### src/rtl/branch_pred_pkg.sv
// Shared types and helpers for the gshare/bimodal branch predictor.
// Holds the controller state encoding and the counter reset value.
package branch_pred_pkg;

  typedef enum logic [2:0] {
    IDLE,
    READ,
    PRED,
    WAIT_FALL,
    TRAIN
  } state_t;

  // Weakly-not-taken is the largest value whose MSB is still 0.
  function automatic int unsigned weak_nt(input int unsigned ctr_w);
    return (32'd1 << (ctr_w - 1)) - 32'd1;
  endfunction

endpackage

### src/rtl/branch_pred_pht.sv
// Pattern history table: a flop array of saturating counters with a
// combinational read and a single-index saturating update.
module branch_pred_pht
  import branch_pred_pkg::*;
#(
  parameter int IDX_W = 6,
  parameter int CTR_W = 2
) (
  input  logic             clk,
  input  logic             rst,
  input  logic [IDX_W-1:0] idx,
  output logic [CTR_W-1:0] rd_ctr,
  input  logic             wr_en,
  input  logic             wr_taken
);

  localparam int             DEPTH   = 2 ** IDX_W;
  localparam logic [CTR_W-1:0] CTR_RST = CTR_W'(weak_nt(CTR_W));
  localparam logic [CTR_W-1:0] CTR_MAX = '1;

  logic [CTR_W-1:0] ctr_q [DEPTH];

  assign rd_ctr = ctr_q[idx];

  // NOTE: this table is flops, not SRAM, so every entry can and must be reset;
  // a RAM macro would need an explicit init sequence instead.
  always_ff @(posedge clk or posedge rst) begin
    if (rst) begin
      for (int i = 0; i < DEPTH; i++) ctr_q[i] <= CTR_RST;
    end else if (wr_en) begin
      if (wr_taken && (ctr_q[idx] != CTR_MAX))
        ctr_q[idx] <= ctr_q[idx] + CTR_W'(1);
      else if (!wr_taken && (ctr_q[idx] != '0))
        ctr_q[idx] <= ctr_q[idx] - CTR_W'(1);
    end
  end

endmodule

### src/rtl/branch_pred_gshare.sv
// Gshare/bimodal branch predictor controller: request edge detect, FSM,
// global history register, mispredict counter; PHT lives in a sub-module.
module branch_pred_gshare
  import branch_pred_pkg::*;
#(
  parameter int IDX_W  = 6,
  parameter int HIST_W = 6,
  parameter int CTR_W  = 2,
  parameter int CNT_W  = 16
) (
  input  logic             clk,
  input  logic             rst,
  input  logic             new_data_avail,
  input  logic [7:0]       inst_addr,
  input  logic             direction_ground_truth,
  input  logic             mode_gshare,
  output logic             new_data_avail_posedge,
  output logic             pred_ready,
  output logic             prediction,
  output logic             training_done,
  output logic [CNT_W-1:0] mispred_count
);

  state_t            state_q, state_d;
  logic              nda_q;
  logic              rise;
  logic [HIST_W-1:0] ghr_q;
  logic [IDX_W-1:0]  index_q;
  logic              truth_q;
  logic [CTR_W-1:0]  rd_ctr;
  logic              unused_bits;

  assign rise        = new_data_avail & ~nda_q;
  assign unused_bits = ^{inst_addr[7:IDX_W], rd_ctr[CTR_W-2:0]};

  // NOTE: every output of this block gets a default first, so no path can
  // leave a signal unassigned and infer a latch.
  always_comb begin
    state_d                = state_q;
    new_data_avail_posedge = 1'b0;
    pred_ready             = 1'b0;
    training_done          = 1'b0;
    unique case (state_q)
      IDLE:      if (rise) state_d = READ;
      READ:      begin
                   new_data_avail_posedge = 1'b1;
                   state_d                = PRED;
                 end
      PRED:      begin
                   pred_ready = 1'b1;
                   state_d    = WAIT_FALL;
                 end
      WAIT_FALL: if (!new_data_avail) state_d = TRAIN;
      TRAIN:     begin
                   training_done = 1'b1;
                   state_d       = IDLE;
                 end
      default:   state_d = IDLE;
    endcase
  end

  // NOTE: state is updated with non-blocking assignments so every register
  // sees the pre-edge values of the others, independent of statement order.
  always_ff @(posedge clk or posedge rst) begin
    if (rst) begin
      state_q       <= IDLE;
      nda_q         <= 1'b0;
      ghr_q         <= '0;
      index_q       <= '0;
      truth_q       <= 1'b0;
      prediction    <= 1'b0;
      mispred_count <= '0;
    end else begin
      nda_q   <= new_data_avail;
      state_q <= state_d;
      if (state_q == IDLE && rise)
        index_q <= mode_gshare ? (inst_addr[IDX_W-1:0] ^ IDX_W'(ghr_q))
                               : inst_addr[IDX_W-1:0];
      // Loaded on the READ->PRED edge so it is already valid while pred_ready is high.
      if (state_q == READ)
        prediction <= rd_ctr[CTR_W-1];
      if (state_q == WAIT_FALL && !new_data_avail)
        truth_q <= direction_ground_truth;
      if (state_q == TRAIN) begin
        ghr_q <= (ghr_q << 1) | HIST_W'(truth_q);
        if ((prediction != truth_q) && (mispred_count != '1))
          mispred_count <= mispred_count + CNT_W'(1);
      end
    end
  end

  branch_pred_pht #(
    .IDX_W(IDX_W),
    .CTR_W(CTR_W)
  ) u_pht (
    .clk     (clk),
    .rst     (rst),
    .idx     (index_q),
    .rd_ctr  (rd_ctr),
    .wr_en   (state_q == TRAIN),
    .wr_taken(truth_q)
  );

endmodule

### config.mk
export PLATFORM = sky130hd
export DESIGN_NAME = branch_pred_gshare
export DESIGN_NICKNAME = d
export VERILOG_FILES = /design/src/rtl/branch_pred_pkg.sv /design/src/rtl/branch_pred_pht.sv /design/src/rtl/branch_pred_gshare.sv
export SDC_FILE = /design/constraint.sdc
export NUM_CORES = 1
export LEC_CHECK = 0
export CORE_UTILIZATION = 40
export CTS_CLUSTER_SIZE = 12
export DETAILED_ROUTE_END_ITERATION = 16
export SYNTH_ARGS = -nofsm -noshare
export SYNTH_HDL_FRONTEND = slang
export SYNTH_SLANG_ARGS = --single-unit
### constraint.sdc
create_clock -name clk -period 6.9 [get_ports clk]
set_clock_uncertainty 0.05 [all_clocks]
set_input_delay 1.38 -clock clk [delete_from_list [all_inputs] [get_ports clk]]
set_output_delay 1.38 -clock clk [all_outputs]
set_load 0.1 [all_outputs]
======== Yosys cells after proc, flatten, opt, wreduce, memory -nomap -nowiden ========
Index checks and enable logic that the tools add are counted.
word-level totals
  output and inout bits ................... 20
  bits in read-only memories .............. 0
  RAM bits ................................ 0
  flip-flop bits (word level) ............. 162
  memories ................................ 0
  word-level logic and storage cells ...... 120
  bits in latches ......................... 0
operators by class
  shift operators ......................... 0
  add/sub/neg operators ................... 3
  order comparisons ....................... 2
  equal/unequal tests ..................... 9
  reduce and logical (&&, ||, !) cells .... 14
  div/mod/pow operators ................... 0
  bitwise gates (word level) .............. 5
  multiplexer cells ....................... 16
  multipliers ............................. 0
operators by type and width
  cell                                                         number
  bitwise mux 128 bit                                          2
  two-way mux 128 bit                                          2
  adder 16 x 1 -> 16 bit (second input constant)               1
  inequality test 16 bit (second input constant)               1
  binary-select mux 2 bit (select 6 bit)                       1
  demux 2 bit (select 6 bit)                                   1
  case mux 3 bit (4 select lines)                              1
  greater-or-equal comparator 7 bit (second input constant)    1
  less-than comparator 7 x 1 -> 1 bit (second input constant)  1
  NOT 6 -> 7 bit                                               1
  equality test 3 x 2 -> 1 bit (second input constant)         2
  logical AND 1 bit                                            6
  two-way mux 2 bit                                            3
  two-way mux 3 bit                                            2
  two-way mux 6 bit                                            1
  inequality test 2 bit (second input constant)                3
  OR 6 x 1 -> 6 bit                                            1
  AND reduction 2 bit                                          3
  bitwise XOR 6 bit                                            1
  nonzero test 2 bit                                           2
  equality test 3 x 1 -> 1 bit (second input constant)         1
  equality test 3 bit (second input constant)                  1
  logical NOT 3 bit                                            1
  two-way mux 1 bit                                            3
  6 further kinds                                              7

======== Depth between registers and ports, before layout ========
Gate-level depths: netlist (run 1).
  word-level depth ........................ 8
  depth in mapped cells ................... 18
  depth with buffers taken out ............ 13

======== Hierarchy ========
From an unflattened synthesis (run 1), not the netlist that was laid out.
second synthesis, totals
  cells, all modules ...................... 614
  area, all modules ....................... 8072.7 um^2
by module, submodules not included
  module              seq. area each (um^2)  cells each  times used  area an instance (um^2)
  branch_pred_pht     3283.1                 478         1           6461.2
  branch_pred_gshare  850.8                  136         1           1611.5

======== Least setup slack after synthesis (run 1) ========
Ideal clock, no wire load.
  path kind ............................... reg-to-output
  start point ............................. reg state_q[2]
  end point ............................... out new_data_avail_posedge
  cell stages (with the launch flop) ...... 2
  setup slack ............................. 2.660 ns
  data arrival time ....................... 2.810 ns
  required time ........................... 5.470 ns
  cell sequence ........................... dfrtp_1 nor3b_1
on the way
  cells in the longest elaborated chain, start to end .. 2
ends and longest elaborated chain
  element                       RTL line                  text
  start: declaration            branch_pred_gshare.sv:24  state_t state_q, state_d;
  start signal: assignment      branch_pred_gshare.sv:75  state_q <= state_d;
  equality test 3 x 1 -> 1 bit  branch_pred_gshare.sv:43  unique case (state_q)
  two-way mux 1 bit             branch_pred_gshare.sv:43
  end: declaration              branch_pred_gshare.sv:17  output logic new_data_avail_posedge,
No other way between the ends.

======== Worst setup path in the final report (run 1) ========
  start point ............................. reg index_q[0]
  end point ............................... reg u_pht.ctr_q[27] (netlist name)
on the way
  cells in the longest elaborated chain, start to end .. 8
  elaborated cells between the ends (all ways) .. 21
  classes of those cells .................. 2 x add/sub; 2 x order compare; 1 x eq/ne; 9 x mux; 1 x bitwise; 6 x reduce/logical
ends and longest elaborated chain
  element                                                                              RTL line                  text
  start: declaration                                                                   branch_pred_gshare.sv:28  logic [IDX_W-1:0] index_q;
  start signal: assignment                                                             branch_pred_gshare.sv:77  index_q <= mode_gshare ? (inst_addr[IDX_W-1:0] ^ IDX_W'(ghr_q))
  NOT 6 -> 7 bit (not written as such) (*)                                             -
  binary-select mux 2 bit (select 6 bit) (tied with other cells)                       -
  two-way mux 2 bit (not written as such) / logical AND 1 bit (equally long branches)  -
  two-way mux 2 bit (on tied branches)                                                 -
  subtractor 2 x 1 -> 2 bit (tied with other cells)                                    branch_pred_pht.sv:34     ctr_q[idx] <= ctr_q[idx] - CTR_W'(1);
  bitwise mux 128 bit (tied with other cells)                                          branch_pred_pht.sv:34
  two-way mux 128 bit / nonzero test 2 bit (equally long branches)                     -
  two-way mux 128 bit / AND reduction 2 bit (equally long branches)                    -
  end signal: indexed assignment                                                       branch_pred_pht.sv:32     ctr_q[idx] <= ctr_q[idx] + CTR_W'(1);
  end signal: indexed assignment                                                       branch_pred_pht.sv:34
  end: declaration                                                                     branch_pred_pht.sv:21     logic [CTR_W-1:0] ctr_q [DEPTH];
Mark *: on every way between the ends. The rest lies on a longest branch, timed or not. The select of a mux whose other input is x is not followed.
A chain may end at the register's enable or synchronous reset.

==> flow_metrics.env, run 1 <==
export IMPL_status="finished, final reports clean"
export IMPL_globalplace_congestion=0.7691
export IMPL_clock_root_buffer="sky130_fd_sc_hd__clkbuf_16"
export IMPL_top_cell_type_by_total_area_after_synthesis="sky130_fd_sc_hd__dfrtp_1"
export IMPL_rsz_0062_raised_after_global_routing="false"
export IMPL_syn_inst=631
export IMPL_placedInstanceArea_um2=8386
export IMPL_critical_path_startpoint_type="flop"
export IMPL_ir_worst_vdd_mv=0.4807
export IMPL_cts_htree_levels=4
export IMPL_clock_sinks=162
export IMPL_drc=0
export IMPL_starting_utilization_of_the_core_area_pct=41.38
export IMPL_mappedNetlistArea_um2=7869
export IMPL_max_freq_mhz=202.8
export IMPL_nets=673
export IMPL_cp_data_arrival_time_ns=5.20
export IMPL_post_cts_repair_setup_buffers=0
export IMPL_worst_hold_path_type="flop to flop"
export IMPL_die_x_um=142.3
export IMPL_post_route_cell_area_um2=9044
export IMPL_routed_wl_um=18160
export IMPL_synth_cells_most_frequent="sky130_fd_sc_hd__mux2_2, sky130_fd_sc_hd__dfrtp_1, sky130_fd_sc_hd__dfstp_2"
export IMPL_vias_per_cell=5.488
export IMPL_maxSlewViolCount=0
export IMPL_die_height_um=142.3
export IMPL_synth_distinct_cells=53
export IMPL_synthMostInstantiatedCell="sky130_fd_sc_hd__mux2_2"
export IMPL_timing_final_crit_period_ns=4.932
export IMPL_ys_async_sr_fraction_pct=100.0
export IMPL_synth_yosys_seq_area_share_pct=52.54
export IMPL_worst_setup_path_type="flop to flop"
export IMPL_critPathRequiredTime_ns=7.17
export IMPL_place_port_buffers=30
export IMPL_dp_hpwl_um=11580
export IMPL_ant_diodes=0
export IMPL_cts_buffers_inserted=17
export IMPL_areaGrowthSynthToFinish_pct=14.93
export IMPL_ctsLongestPathBuffers=2
export IMPL_fp_dieArea_um2=20240
export IMPL_finalSetupViolCount=0
export IMPL_totalPowerFinal_mw=3.542
export IMPL_tritoncts_clock_tree="yes"
export IMPL_actual_transition_at_the_worst_max_transition_pin_ns=1.037
export IMPL_std_cell_rows=50
export IMPL_final_core_util_pct=47.55
export IMPL_timing_final_hold_violations=0
export IMPL_synth_warning_count=0
export IMPL_cts_hold_fix_buffers=0
export IMPL_drt_wirelength_per_cell_um=19.52
export IMPL_synth_edff_count=0
export IMPL_pwr_density_cell_nw_per_um2=391.6
export IMPL_core_area_um2=19020
export IMPL_synth_fp_nets=647
export IMPL_grt_pass1_wl_um=29950
export IMPL_vias=5104
export IMPL_drt_antenna_violating_nets=0
export IMPL_fin_tns_setup_ns=0
export IMPL_critical_path_endpoint_type="flop"
export IMPL_drt_pre_antenna_iters=4
export IMPL_drtIter0Drc=277
export IMPL_insertion_delay_ns=0.44
export IMPL_yosys_top_cells_area="sky130_fd_sc_hd__dfrtp_1, sky130_fd_sc_hd__dfstp_2, sky130_fd_sc_hd__mux2_2"
export IMPL_syn_mean_instance_area_um2=12.47
export IMPL_synth_largest_type_area_fraction_pct=31.17
export IMPL_gr_total_overflow=0
export IMPL_number_of_antenna_violations_at_the_first_check_in_global_routing=0
export IMPL_drv_max_cap_violation_count=0
export IMPL_design_portCount=33
export IMPL_synth_main_ff_cell="sky130_fd_sc_hd__dfrtp_1"
export IMPL_post_route_cells_drive_above_1_share_pct=38.36
export IMPL_first_global_vias=5522
export IMPL_fin_crit_sh_pct=71.47
export IMPL_cellLeakagePower_nw=3.900
export IMPL_overall_fraction_of_global_route_tracks_in_use_pct=19.62
export IMPL_cts_resized_gates=0
export IMPL_pin_count_of_the_biggest_net_entering_global_routing=118
export IMPL_max_slew_margin_pct=30.84
export IMPL_ys_ff_latch=162
export IMPL_timing_critical_path_fanout_max=18
export IMPL_clock_slew_seen_by_the_registers_of_the_worst_setup_and_hold_paths_ns=0.07
power breakdown:
| group | total (mW) | switching [mW] | internal, mW | leakage [nW] |
|---|---|---|---|---|
| logic | 1.24 | 0.858 | 0.383 | 1.59 |
| registers | 1.24 | 0.142 | 1.10 | 1.99 |
| clock network | 1.06 | 0.407 | 0.650 | 0.319 |
| total | 3.54 | 1.41 | 2.13 | 3.90 |
final cells by class:
class | count | area, um^2
Clock buffer | 18 | 429.2
Tap cell | 260 | 325.3
Timing Repair Buffer | 42 | 390.4
Sequential cell | 162 | 4135
Multi-Input combinational cell | 429 | 3511
Fill cell | 1742 | 9975
Inverter | 5 | 23.77
Clock inverter | 14 | 229.0
layout by cell type (no fill, tap or decap), types with 5 or more instances in the layout:
| cell | netlist | final |
|---|---|---|
| sky130_fd_sc_hd__a221oi_1 | 14 | 14 |
| sky130_fd_sc_hd__o21ai_0 | 8 | 8 |
| sky130_fd_sc_hd__o22ai_1 | 10 | 10 |
| sky130_fd_sc_hd__buf_4 | 3 | 12 |
| sky130_fd_sc_hd__clkdlybuf4s50_1 | 0 | 30 |
| sky130_fd_sc_hd__nand3_1 | 12 | 12 |
| sky130_fd_sc_hd__a22oi_1 | 7 | 7 |
| sky130_fd_sc_hd__mux2_2 | 131 | 131 |
| sky130_fd_sc_hd__dfstp_2 | 64 | 64 |
| sky130_fd_sc_hd__nor3_1 | 5 | 5 |
| sky130_fd_sc_hd__xor2_1 | 9 | 9 |
| sky130_fd_sc_hd__nor2_1 | 58 | 58 |
| sky130_fd_sc_hd__a21oi_1 | 7 | 7 |
| sky130_fd_sc_hd__clkbuf_16 | 0 | 17 |
| sky130_fd_sc_hd__dfrtp_1 | 98 | 97 |
| sky130_fd_sc_hd__bufinv_16 | 0 | 5 |
| sky130_fd_sc_hd__mux2i_1 | 29 | 29 |
| sky130_fd_sc_hd__mux2_1 | 5 | 5 |
| sky130_fd_sc_hd__xnor2_1 | 14 | 13 |
| sky130_fd_sc_hd__nor3b_1 | 5 | 5 |
| sky130_fd_sc_hd__nand2_1 | 53 | 53 |
| sky130_fd_sc_hd__mux4_2 | 5 | 5 |
| sky130_fd_sc_hd__nor2b_1 | 5 | 5 |
logic make-up after synthesis:
| group | Yosys count | share of synthesized area [%] |
|---|---|---|
| mux | 173 | 25.58 |
| simple gates | 165 | 9.875 |
| flops | 162 | 52.54 |
| compound gates | 65 | 6.027 |
| buf+inv | 40 | 2.941 |
| xor+xnor | 23 | 2.560 |
| fa+ha+maj | 3 | 0.4771 |
final timing paths:
check	from	end	slack, ns	cells after the start
worst max-delay path	index_q[0]$_DFFE_PP0P_	u_pht.ctr_q[27]$_DFFE_PP0P_	1.97	15
worst min-delay path	u_pht.ctr_q[29]$_DFFE_PP0P_	u_pht.ctr_q[29]$_DFFE_PP0P_	0.45	1
worst max register to register	index_q[0]$_DFFE_PP0P_	u_pht.ctr_q[27]$_DFFE_PP0P_	1.97	15
worst min register to register	u_pht.ctr_q[29]$_DFFE_PP0P_	u_pht.ctr_q[29]$_DFFE_PP0P_	0.45	1
max in group asynchronous	rst	u_pht.ctr_q[49]$_DFFE_PP0P_	4.10	3
min in group asynchronous	rst	u_pht.ctr_q[67]$_DFFE_PP0P_	1.52	2
per-stage QoR:
stage | hold WS, ns | std cells | setup slack (ns)
after floorplan | 0.4135 | 631 | 1.199
after global routing | 0.4722 | 930 | 1.694
after global placement | 0.4264 | 898 | 2.039
after CTS | 0.4494 | 930 | 2.006
after detailed placement | 0.4345 | 898 | 2.028
final | 0.4483 | 930 | 1.968
layer usage:
layer  track usage (%)  share of wire, %
met1             25.87                46
met2             31.79                49
met3             4.240               4.2
met4             7.018               1.2
met5                 0                 0
critical path, stage by stage (launching register included):
cell and delay (ns):
sky130_fd_sc_hd__dfrtp_1 0.77, sky130_fd_sc_hd__nor2_1 0.34, sky130_fd_sc_hd__buf_4 0.31, sky130_fd_sc_hd__a221oi_1 0.32, sky130_fd_sc_hd__nor2_1 0.08, sky130_fd_sc_hd__o21ai_1 0.19
sky130_fd_sc_hd__o21a_1 0.55, sky130_fd_sc_hd__nand3_1 0.18, sky130_fd_sc_hd__ha_1 0.22, sky130_fd_sc_hd__nor2b_1 0.21, sky130_fd_sc_hd__o21ai_1 0.12, sky130_fd_sc_hd__nand2b_1 0.21
sky130_fd_sc_hd__nor2_1 0.56, sky130_fd_sc_hd__buf_4 0.26, sky130_fd_sc_hd__nand2_1 0.11, sky130_fd_sc_hd__mux2_1 0.34
Power figures use the tool's default switching activity.
==> inputs of run 2 (changes only) <==
==> constraint.sdc (replaced) <==
create_clock -name clk -period 4.1 [get_ports clk]
set_clock_uncertainty 0.05 [all_clocks]
set_input_delay 0.82 -clock clk [delete_from_list [all_inputs] [get_ports clk]]
set_output_delay 0.82 -clock clk [all_outputs]
set_load 0.1 [all_outputs]
==> flow_metrics.env, run 2 (same netlist as run 1, synthesis figures left out) <==
export IMPL_areaGrowthSynthToFinish_pct=18.27
export IMPL_total_switching_power_mw=2.430
export IMPL_switching_share_pct=39.63
export IMPL_ctsLongestPathBuffers=2
export IMPL_ir_worst_vdd_mv=0.5111
export IMPL_rr_worst_depth=14
export IMPL_cts_resized_gates=0
export IMPL_routed_wl_um=18230
export IMPL_clock_slew_seen_by_the_registers_of_the_worst_setup_and_hold_paths_ns=0.07
export IMPL_fin_crit_sh_pct=92.72
export IMPL_globalplace_congestion=0.8125
export IMPL_clock_root_buffer="sky130_fd_sc_hd__clkbuf_16"
export IMPL_fp_dieArea_um2=20240
export IMPL_p_clk_share_pct=27.1
export IMPL_worst_setup_path_type="flop to flop"
export IMPL_cts_htree_levels=4
export IMPL_vias=5250
export IMPL_timing_final_hold_violations=0
export IMPL_critPathRequiredTime_ns=4.36
export IMPL_seqPwrFrac_pct=33.8
export IMPL_rsz_0062_raised_after_global_routing="false"
export IMPL_r2r_start="index_q[1]$_DFFE_PP0P_"
export IMPL_max_stage_delay_cell_worst_path="sky130_fd_sc_hd__dfrtp_1"
export IMPL_vias_per_cell=5.435
export IMPL_status="finished, final reports clean"
export IMPL_timing_critical_path_depth=14
export IMPL_worst_hold_path_type="flop to flop"
export IMPL_critical_path_endpoint_type="flop"
export IMPL_ant_diodes=0
export IMPL_number_of_antenna_violations_at_the_first_check_in_global_routing=0
export IMPL_overall_fraction_of_global_route_tracks_in_use_pct=19.74
export IMPL_cp_cell_sequence="buf_4 > mux4_2 > mux2i_1 > o211ai_1 > nor4b_4 > inv_1 > ha_1 > nor2b_1 > o21ai_1 > nor2_1 > nand2_1 > buf_4 > nor2_1 > mux2_2"
export IMPL_std_cell_rows=50
export IMPL_actual_transition_at_the_worst_max_transition_pin_ns=0.9900
export IMPL_dp_hpwl_um=12760
export IMPL_timing_hold_worst_start="u_pht.ctr_q[27]$_DFFE_PP0P_"
export IMPL_post_route_worst_setup_slack_ns=0.2984
export IMPL_timing_critical_path_slowest_cell_delay_ns=0.53
export IMPL_place_port_buffers=30
export IMPL_starting_utilization_of_the_core_area_pct=41.38
export IMPL_nets=709
export IMPL_maxSlewViolCount=0
export IMPL_tritoncts_clock_tree="yes"
export IMPL_fin_tns_setup_ns=0
export IMPL_gr_total_overflow=0
export IMPL_drv_max_cap_violation_count=0
export IMPL_hold_path_depth=1
export IMPL_cts_buffers_inserted=17
export IMPL_finalSetupViolCount=0
export IMPL_drc=0
export IMPL_cts_hold_fix_buffers=0
export IMPL_grt_pass1_wl_um=30240
export IMPL_timing_final_crit_period_ns=3.802
export IMPL_design_portCount=33
export IMPL_clock_sinks=162
export IMPL_worst_path_buf_inv=3
export IMPL_final_common_cell="sky130_fd_sc_hd__mux2_2"
export IMPL_drt_antenna_violating_nets=0
export IMPL_insertion_delay_ns=0.43
export IMPL_worstHoldEndpoint="u_pht.ctr_q[27]$_DFFE_PP0P_"
export IMPL_layout_cells_most_common_list="sky130_fd_sc_hd__mux2_2, sky130_fd_sc_hd__dfrtp_1, sky130_fd_sc_hd__dfstp_2"
export IMPL_post_cts_repair_setup_buffers=0
export IMPL_max_slew_margin_pct=33.80
export IMPL_max_freq_mhz=263.0
export IMPL_pwr_density_cell_nw_per_um2=658.9
export IMPL_die_x_um=142.3
export IMPL_r2r_slack_ns=0.30
export IMPL_drt_wirelength_per_cell_um=18.88
export IMPL_drt_pre_antenna_iters=5
export IMPL_cellLeakagePower_nw=4.068
export IMPL_die_height_um=142.3
export IMPL_post_route_cells_drive_above_1_share_pct=41.93
export IMPL_pin_count_of_the_biggest_net_entering_global_routing=65
export IMPL_critical_path_startpoint_type="flop"
export IMPL_internal_power_mw=3.702
export IMPL_drtIter0Drc=357
export IMPL_cp_top_family="multiplexers"
export IMPL_first_global_vias=5692
export IMPL_cp_data_arrival_time_ns=4.07
export IMPL_regToRegEndpoint="u_pht.ctr_q[115]$_DFFE_PP0P_"
export IMPL_timing_critical_path_fanout_max=9
export IMPL_combPwrFrac_pct=39.1
export IMPL_detailedPlace_worstSlack_ns=0.3006
export IMPL_core_area_um2=19020
-- run 2: changes by cell type in the layout (fill, tap and decap cells not counted) --
cell                              before  now
sky130_fd_sc_hd__buf_12                0    3
sky130_fd_sc_hd__clkdlybuf4s50_1      30   28
sky130_fd_sc_hd__inv_6                 2    4
sky130_fd_sc_hd__buf_4                12   47
sky130_fd_sc_hd__clkinv_2              1    2
sky130_fd_sc_hd__bufinv_16             5    3
sky130_fd_sc_hd__inv_8                 2    3
sky130_fd_sc_hd__clkinv_4              4    2
sky130_fd_sc_hd__clkinvlp_4            1    2
sky130_fd_sc_hd__clkbuf_1              1    0
-- run 2: cell type report --
cell class	instances	area [um^2]
Inverter	5	22.52
Clock buffer	17	425.4
Tap cell	260	325.3
Clock inverter	15	193.9
Timing Repair Buffer	78	693.2
Sequential cell	162	4135
Fill cell	1715	9712
Multi-Input combinational cell	429	3511
-- run 2: worst register-to-register path, delay by kind of cell, from the launching register on --
family                   cells  cell delay [ns]
adder cells (fa/ha/maj)      1             0.19
AND/OR/NAND/NOR              5             1.05
buffers and inverters        3             0.52
AO/OA/AOI/OAI                2             0.25
multiplexers                 3             1.08
flip-flops                   1             0.53
-- run 2: through the flow --
stage | power, mW | hold slack [ns] | instance area (um^2) | util, % | cells
global route | 6.478 | 0.4652 | 9306 | 48.93 | 966
floorplan | 3.644 | 0.4135 | 7873 | - | 631
CTS | 6.184 | 0.4544 | 9306 | 48.93 | 966
detailed placement | 4.500 | 0.4375 | 8687 | 45.68 | 934
global placement | 4.445 | 0.4246 | 8687 | 45.68 | 934
finish | 6.132 | 0.4495 | 9306 | 48.93 | 966
-- run 2: power by group through the flow --
stage / logic (mW) / clock network (mW) / registers [mW]
final: 2.40 / 1.66 / 2.07
after CTS: 2.41 / 1.70 / 2.07
after floorplan: 1.55 / 0 / 2.10
after global routing: 2.60 / 1.77 / 2.10
after detailed placement: 2.40 / 0 / 2.10
after global placement: 2.36 / 0 / 2.08
-- run 2: worst max path at each step --
stage                                         to                    from  slack (ns)
finish              u_pht.ctr_q[115]$_DFFE_PP0P_  index_q[1]$_DFFE_PP0P_        0.30
global route        u_pht.ctr_q[115]$_DFFE_PP0P_  index_q[1]$_DFFE_PP0P_        0.02
CTS                 u_pht.ctr_q[115]$_DFFE_PP0P_  index_q[1]$_DFFE_PP0P_        0.29
detailed placement  u_pht.ctr_q[115]$_DFFE_PP0P_  index_q[1]$_DFFE_PP0P_        0.30
global placement    u_pht.ctr_q[115]$_DFFE_PP0P_  index_q[1]$_DFFE_PP0P_        0.32
floorplan                 new_data_avail_posedge  state_q[2]$_DFFE_PP0P_        0.42
-- run 2: per-layer routing --
layer  track usage [%]  vias up  wire, um
li1                  -     2386         -
met1             25.41     2735      8216
met2             32.25      104      8857
met3             5.114       25       840
met4             6.735        0       318
met5                 0        -         0
